<file path="src/rtl/rob_buffer_if.sv">
// Reorder-buffer bus: allocation handshake, CDB write-back, operand lookup and
// the retirement stream toward the register file.
//   master : decoder / CDB / RS side (drives alloc_*, wb_*, query_entry)
//   slave  : the ROB (drives alloc_ready/entry, query_ready/value, commit_*)
interface rob_buffer_if #(
  parameter int unsigned ENTRY_W = 3,
  parameter int unsigned DATA_W  = 32,
  parameter int unsigned REG_W   = 5
);
  logic               alloc_valid;
  logic [REG_W-1:0]   alloc_dest;
  logic               alloc_ready;
  logic [ENTRY_W-1:0] alloc_entry;

  logic               wb_valid;
  logic [ENTRY_W-1:0] wb_entry;
  logic [DATA_W-1:0]  wb_value;

  logic [ENTRY_W-1:0] query_entry;
  logic               query_ready;
  logic [DATA_W-1:0]  query_value;

  logic               commit_valid;
  logic [ENTRY_W-1:0] commit_entry;
  logic [REG_W-1:0]   commit_reg;
  logic [DATA_W-1:0]  commit_value;

  modport master (
    output alloc_valid, alloc_dest, wb_valid, wb_entry, wb_value, query_entry,
    input  alloc_ready, alloc_entry, query_ready, query_value,
    input  commit_valid, commit_entry, commit_reg, commit_value
  );

  modport slave (
    input  alloc_valid, alloc_dest, wb_valid, wb_entry, wb_value, query_entry,
    output alloc_ready, alloc_entry, query_ready, query_value,
    output commit_valid, commit_entry, commit_reg, commit_value
  );
endinterface

</file>
<file path="src/rtl/rob_buffer.sv">
// Reorder buffer downstream of the CDB. Entries are allocated in program
// order at tail, completed out of order by CDB write-backs, and retired
// in order from head at most one per cycle.
// Ports:
//   clk   : clock, all state changes on the rising edge
//   rst   : synchronous active-low reset (clears values too)
//   flush : synchronous discard of all in-flight entries, beats alloc/wb/commit
//   bus   : rob_buffer_if slave (alloc, write-back, query, commit)
module rob_buffer #(
  parameter int unsigned ENTRY_W = 3,
  parameter int unsigned DATA_W  = 32,
  parameter int unsigned REG_W   = 5
) (
  input  logic         clk,
  input  logic         rst,
  input  logic         flush,
  rob_buffer_if.slave  bus
);
  localparam int unsigned DEPTH = 1 << ENTRY_W;
  localparam logic [ENTRY_W:0] CountFull = (ENTRY_W + 1)'(DEPTH);

  logic [DEPTH-1:0]   busy_q;
  logic [DEPTH-1:0]   done_q;
  logic [REG_W-1:0]   dest_q  [DEPTH];
  logic [DATA_W-1:0]  value_q [DEPTH];
  logic [ENTRY_W-1:0] head_q;
  logic [ENTRY_W-1:0] tail_q;
  logic [ENTRY_W:0]   count_q;

  logic               commit_valid_q;
  logic [ENTRY_W-1:0] commit_entry_q;
  logic [REG_W-1:0]   commit_reg_q;
  logic [DATA_W-1:0]  commit_value_q;

  logic alloc_ok;
  logic do_alloc;
  logic do_commit;
  logic wb_hit;

  always_comb begin
    // Space is judged on registered count only; a retire this cycle frees nothing yet.
    alloc_ok  = (count_q != CountFull);
    do_alloc  = bus.alloc_valid && alloc_ok;
    // Commit looks at pre-edge done, so a write-back to head retires one edge later.
    do_commit = (count_q != '0) && busy_q[head_q] && done_q[head_q];
    wb_hit    = bus.wb_valid && busy_q[bus.wb_entry];
  end

  assign bus.alloc_ready  = alloc_ok;
  assign bus.alloc_entry  = tail_q;
  assign bus.query_ready  = busy_q[bus.query_entry] && done_q[bus.query_entry];
  assign bus.query_value  = value_q[bus.query_entry];
  assign bus.commit_valid = commit_valid_q;
  assign bus.commit_entry = commit_entry_q;
  assign bus.commit_reg   = commit_reg_q;
  assign bus.commit_value = commit_value_q;

  always_ff @(posedge clk) begin
    if (!rst) begin
      head_q         <= '0;
      tail_q         <= '0;
      count_q        <= '0;
      busy_q         <= '0;
      done_q         <= '0;
      commit_valid_q <= 1'b0;
      commit_entry_q <= '0;
      commit_reg_q   <= '0;
      commit_value_q <= '0;
      for (int i = 0; i < DEPTH; i++) begin
        dest_q[i]  <= '0;
        value_q[i] <= '0;
      end
    end else if (flush) begin
      head_q         <= '0;
      tail_q         <= '0;
      count_q        <= '0;
      busy_q         <= '0;
      done_q         <= '0;
      commit_valid_q <= 1'b0;
    end else begin
      if (wb_hit) begin
        done_q[bus.wb_entry]  <= 1'b1;
        value_q[bus.wb_entry] <= bus.wb_value;
      end
      // Placed after the write-back so retiring head wins over a same-edge wb to it.
      if (do_commit) begin
        commit_valid_q  <= 1'b1;
        commit_entry_q  <= head_q;
        commit_reg_q    <= dest_q[head_q];
        commit_value_q  <= value_q[head_q];
        busy_q[head_q]  <= 1'b0;
        done_q[head_q]  <= 1'b0;
        head_q          <= head_q + 1'b1;
      end else begin
        commit_valid_q <= 1'b0;
      end
      // tail never equals a busy head here since alloc requires not full.
      if (do_alloc) begin
        busy_q[tail_q] <= 1'b1;
        done_q[tail_q] <= 1'b0;
        dest_q[tail_q] <= bus.alloc_dest;
        tail_q         <= tail_q + 1'b1;
      end
      unique case ({do_alloc, do_commit})
        2'b10:   count_q <= count_q + 1'b1;
        2'b01:   count_q <= count_q - 1'b1;
        default: count_q <= count_q;
      endcase
    end
  end
endmodule
</file>
<file path="src/flat_wrapper.sv">
// flat-port wrapper written by rule: the top's interface ports become plain ports
module rob_buffer_flat 
#(
  parameter int unsigned ENTRY_W = 3,
  parameter int unsigned DATA_W  = 32,
  parameter int unsigned REG_W   = 5
)
  (clk, rst, flush, bus_alloc_valid, bus_alloc_dest, bus_wb_valid, bus_wb_entry, bus_wb_value, bus_query_entry, bus_alloc_ready, bus_alloc_entry, bus_query_ready, bus_query_value, bus_commit_valid, bus_commit_entry, bus_commit_reg, bus_commit_value);
  rob_buffer_if #(.ENTRY_W(ENTRY_W), .DATA_W(DATA_W), .REG_W(REG_W)) bus_i ();
  input  logic clk;
  input  logic rst;
  input  logic flush;
  input wire logic [$bits(bus_i.alloc_valid)-1:0] bus_alloc_valid;
  input wire logic [$bits(bus_i.alloc_dest)-1:0] bus_alloc_dest;
  input wire logic [$bits(bus_i.wb_valid)-1:0] bus_wb_valid;
  input wire logic [$bits(bus_i.wb_entry)-1:0] bus_wb_entry;
  input wire logic [$bits(bus_i.wb_value)-1:0] bus_wb_value;
  input wire logic [$bits(bus_i.query_entry)-1:0] bus_query_entry;
  output wire logic [$bits(bus_i.alloc_ready)-1:0] bus_alloc_ready;
  output wire logic [$bits(bus_i.alloc_entry)-1:0] bus_alloc_entry;
  output wire logic [$bits(bus_i.query_ready)-1:0] bus_query_ready;
  output wire logic [$bits(bus_i.query_value)-1:0] bus_query_value;
  output wire logic [$bits(bus_i.commit_valid)-1:0] bus_commit_valid;
  output wire logic [$bits(bus_i.commit_entry)-1:0] bus_commit_entry;
  output wire logic [$bits(bus_i.commit_reg)-1:0] bus_commit_reg;
  output wire logic [$bits(bus_i.commit_value)-1:0] bus_commit_value;
  assign bus_i.alloc_valid = bus_alloc_valid;
  assign bus_i.alloc_dest = bus_alloc_dest;
  assign bus_i.wb_valid = bus_wb_valid;
  assign bus_i.wb_entry = bus_wb_entry;
  assign bus_i.wb_value = bus_wb_value;
  assign bus_i.query_entry = bus_query_entry;
  assign bus_alloc_ready = bus_i.alloc_ready;
  assign bus_alloc_entry = bus_i.alloc_entry;
  assign bus_query_ready = bus_i.query_ready;
  assign bus_query_value = bus_i.query_value;
  assign bus_commit_valid = bus_i.commit_valid;
  assign bus_commit_entry = bus_i.commit_entry;
  assign bus_commit_reg = bus_i.commit_reg;
  assign bus_commit_value = bus_i.commit_value;
  rob_buffer #(.ENTRY_W(ENTRY_W), .DATA_W(DATA_W), .REG_W(REG_W)) u_core (.clk(clk), .rst(rst), .flush(flush), .bus(bus_i));
endmodule
</file>
<file path="config.mk">
export PLATFORM = sky130hd
export DESIGN_NAME = rob_buffer_flat
export DESIGN_NICKNAME = d
export VERILOG_FILES = /design/src/rtl/rob_buffer_if.sv /design/src/rtl/rob_buffer.sv /design/src/flat_wrapper.sv
export SDC_FILE = /design/constraint.sdc
export NUM_CORES = 1
export LEC_CHECK = 0
export BUFFER_PORTS_ARGS = -buffer_cell sky130_fd_sc_hd__buf_2
export CAP_MARGIN = 20
export CORE_UTILIZATION = 50
export DETAILED_ROUTE_END_ITERATION = 8
export PLACE_DENSITY = 0.77
export SYNTH_ARGS = -nofsm -noshare
export SYNTH_HDL_FRONTEND = slang
export SYNTH_SLANG_ARGS = --single-unit
</file>
<file path="constraint.sdc">
create_clock -name clk -period 3.9 [get_ports clk]
set_input_delay 0.39 -clock clk [delete_from_list [all_inputs] [get_ports clk]]
set_output_delay 0.39 -clock clk [all_outputs]
set_load 0.05 [all_outputs]
</file>
==> impl_metrics.env <==
export IMPL_status="complete, but fails checks"
export IMPL_violations="design-rule violations"
export IMPL_vdd_drop_max_uv=291
export IMPL_nets=1525
export IMPL_cts_resized=0
export IMPL_largest_reg_flops=256
export IMPL_cts_max_level=2
export IMPL_synth_top_family_by_area="multiplexers"
export IMPL_dieWidth_um=193
export IMPL_grt_max_degree=66
export IMPL_cp_required_ns=4.36
export IMPL_report_final_setup_viol=0
export IMPL_synth_edff_count=296
export IMPL_path_cells="clkinv_1 > buf_4 > mux4_2 > o2111ai_4 > inv_4 > ha_1 > xor2_1 > ha_1 > a21oi_1 > xor2_1 > or3_1 > a21oi_1"
export IMPL_fin_skew_ns=0.0149
export IMPL_drc=18
export IMPL_reg2reg_slack_ns=0.62
export IMPL_clk_latency_ns=0.53
export IMPL_drtIter0Drc=1739
export IMPL_endpoint_kind="flip-flop"
export IMPL_use_met2=0.461
export IMPL_regMostFlops="u_core.value_q"
export IMPL_clockRootBuffer="clkbuf_16"
export IMPL_cp_arrival_ns=3.73
export IMPL_async_flop_share=0
export IMPL_maxSlewViolCount=0
export IMPL_syn_avg_cell_area_sq_um=13.4
export IMPL_ys_seq_area_frac=0.563
export IMPL_grt_pass1_wl_um=79900
export IMPL_cp_start_kind="flip-flop"
export IMPL_ys_warnings_count=0
export IMPL_synthAdderAreaFrac=0.00344
export IMPL_worstReg2RegEnd="u_core.count_q[2]$_SDFFE_PP0P_"
export IMPL_cts_tree="done"
export IMPL_max_slew_margin_rel=0.251
export IMPL_slowest_stage="dfxtp_2"
export IMPL_start_util=0.509
export IMPL_synth_compound_area_frac=0.0858
export IMPL_clock_sinks=363
export IMPL_vias=12840
export IMPL_syn_to_final_growth_pct=13.6
export IMPL_grt_pass1_vias=12969
export IMPL_multi_input_area_sq_mm=0.00745
export IMPL_critPathLaunch="u_core.head_q[2]$_SDFFE_PP0N_"
export IMPL_port_buffers=125
export IMPL_yosys_register_bits=363
export IMPL_r2r_cells=12
export IMPL_rsz0062_at_grt="no"
export IMPL_synth_nets=1411
export IMPL_synth_distinct_cells=64
export IMPL_ctsHoldBuffers=0
export IMPL_maxCapViolations=0
export IMPL_tns_ns=0
export IMPL_crit_path_end="u_core.count_q[2]$_SDFFE_PP0P_"
export IMPL_dieArea_sq_mm=0.0371
export IMPL_post_cts_buffers=0
export IMPL_critPathMaxStageDelay_ns=0.67
export IMPL_routed_via_density=6.54
export IMPL_min_path_cells=2
export IMPL_drive_above_1_share=0.270
export IMPL_grt_busiest_layer="met2"
export IMPL_cts_clk_slew_worst_paths_ns=0.06
export IMPL_io_pin_count=126
export IMPL_gp_congestion=0.896
export IMPL_ctsLongestPathBuffers=3
export IMPL_power_density_mw_per_mm2=422
export IMPL_synth_mux_area_frac=0.169
export IMPL_synth_xor_area_share=0.00289
export IMPL_place_hpwl_um=33800
export IMPL_period_needed_ns=3.28
export IMPL_antenna_found_initial=6
export IMPL_worst_path_max_fanout=23
export IMPL_wl_per_cell_um=27.5
export IMPL_syn_inst=1358
export IMPL_grt_use_total=0.296
export IMPL_grt_overflow_total=0
export IMPL_core_area_sq_mm=0.0357
export IMPL_yosys_area_share_simple=0.148
export IMPL_wl_um=54000
export IMPL_hold_path_class="in -> reg"
export IMPL_fmax_mhz=305
export IMPL_rows=69
export IMPL_r2r_start="u_core.head_q[2]$_SDFFE_PP0N_"
export IMPL_ant_nets=0
export IMPL_syn_area_sq_mm=0.0182
export IMPL_drt_first_pass_iters=7
export IMPL_use_met1=0.401
export IMPL_dieHeight_um=193
export IMPL_period_share=0.841
export IMPL_worstSetupPathType="reg -> reg"
export IMPL_timing_hold_ws_ns=0.216
export IMPL_fillers=2854
export IMPL_regArea_sq_mm=0.0102
export IMPL_hold_violations=0
export IMPL_use_met3=0.0573
export IMPL_worst_slew_pin_slew_ns=1.12
export IMPL_ys_flop_type="edfxtp_1"
export IMPL_p_leak_nw=7.61
export IMPL_numCtsBuffers=40
==> worst min path at each step <==
| stage | startpoint | end | slack (ns) |
|---|---|---|---|
| floorplan | u_core.count_q[3]$_SDFFE_PP0P_ | u_core.count_q[3]$_SDFFE_PP0P_ | 0.46 |
| global placement | u_core.bus.commit_entry[2]$_SDFFE_PN0P_ | u_core.bus.commit_entry[2]$_SDFFE_PN0P_ | 0.47 |
| detailed placement | u_core.bus.commit_entry[1]$_SDFFE_PN0P_ | u_core.bus.commit_entry[1]$_SDFFE_PN0P_ | 0.47 |
| CTS | bus_wb_value[12] | u_core.value_q[5][12]$_SDFFCE_PN0P_ | 0.20 |
| global route | bus_wb_value[12] | u_core.value_q[3][12]$_SDFFCE_PN0P_ | 0.21 |
| finish | bus_wb_value[16] | u_core.value_q[6][16]$_SDFFCE_PN0P_ | 0.22 |
==> worst max-delay path: cells and delay by family (launching register included) <==
kind,cells,cell delay (ns)
flops,1,0.67
xor+xnor,2,0.27
fa+ha+maj,2,0.47
mux,1,0.45
simple gates,1,0.32
buf+inv,3,0.53
compound gates,3,0.46
==> cells by family (layout without fill, tap and decap cells) <==
logic type | Yosys count | count (layout)
buf+inv | 114 | 256
fa+ha+maj | 5 | 5
flops | 363 | 363
compound gates | 227 | 227
simple gates | 454 | 454
other cells | 0 | 2
mux | 189 | 189
xor+xnor | 6 | 6
==> cell usage after synthesis, drive strengths merged (5+ instances only) <==
master / n / area (sq um)
a211oi: 22 / 165
a21oi: 58 / 290
a221o: 5 / 50.1
a221oi: 32 / 280
a22oi: 22 / 165
a31oi: 7 / 43.8
and2: 285 / 1780
and3: 24 / 155
buf: 39 / 216
clkbuf: 68 / 256
dfxtp: 67 / 1340
edfxtp: 296 / 8890
ha: 5 / 62.6
mux2: 56 / 631
mux2i: 44 / 440
mux4: 89 / 2000
nand2: 36 / 135
nand2b: 15 / 93.8
nand3: 13 / 65.1
nor2: 35 / 136
nor2b: 8 / 50.1
nor3: 13 / 70.1
nor4: 10 / 75.1
o211ai: 9 / 67.6
o21ai: 33 / 165
o22ai: 13 / 81.3
o31ai: 5 / 37.5
==> final cells by class <==
class / count / area share
Clock buffer: 58 / 0.0553
Sequential cell: 363 / 0.496
Inverter: 7 / 0.00146
Antenna cell: 2 / 0.000243
Timing Repair Buffer: 179 / 0.0513
Clock inverter: 12 / 0.00649
Multi-Input combinational cell: 881 / 0.361
Tap cell: 461 / 0.0280
==> power breakdown <==
part	leakage [nW]	internal, W	total (W)	switching (W)
clock	0.625	0.00222	0.00371	0.00149
sequential	3.60	0.00429	0.00435	0.0000642
combinational	3.38	0.000219	0.000650	0.000431
==> per-layer routing <==
metal / share of wire / vias up / wire length (um)
li1: - / 5432 / -
met1: 0.38 / 6391 / 20600
met2: 0.47 / 844 / 25300
met3: 0.11 / 165 / 5870
met4: 0.041 / 8 / 2230
met5: 0.00081 / - / 44
==> per-stage QoR <==
| stage | setup slack, ns | power [W] | std cells | utilization | instance area (sq um) |
|---|---|---|---|---|---|
| detailed placement | 0.717 | 0.00508 | 1891 | 0.543 | 19400 |
| CTS | 0.652 | 0.00872 | 1961 | 0.579 | 20600 |
| global placement | 0.823 | 0.00506 | 1891 | 0.543 | 19400 |
| floorplan | 0.995 | 0.00483 | 1358 | - | 18200 |
| finish | 0.622 | 0.00872 | 1963 | 0.579 | 20600 |
| global route | 0.443 | 0.00892 | 1963 | 0.579 | 20600 |
==> layout by cell type, fill, tap and decap left out, types with 13 or more instances in the layout <==
cell	instances
dfxtp_1	64
a21oi_1	58
buf_2	124
mux2_2	54
and3_1	23
o22ai_1	13
o21ai_0	32
mux4_2	89
mux2i_1	44
nand3_1	13
clkbuf_16	41
a221oi_1	32
buf_4	53
a22oi_1	22
nand2_1	36
a211oi_1	22
nor2_1	33
and2_1	285
edfxtp_1	296
Note: power is estimated with default switching activity, not from simulation.
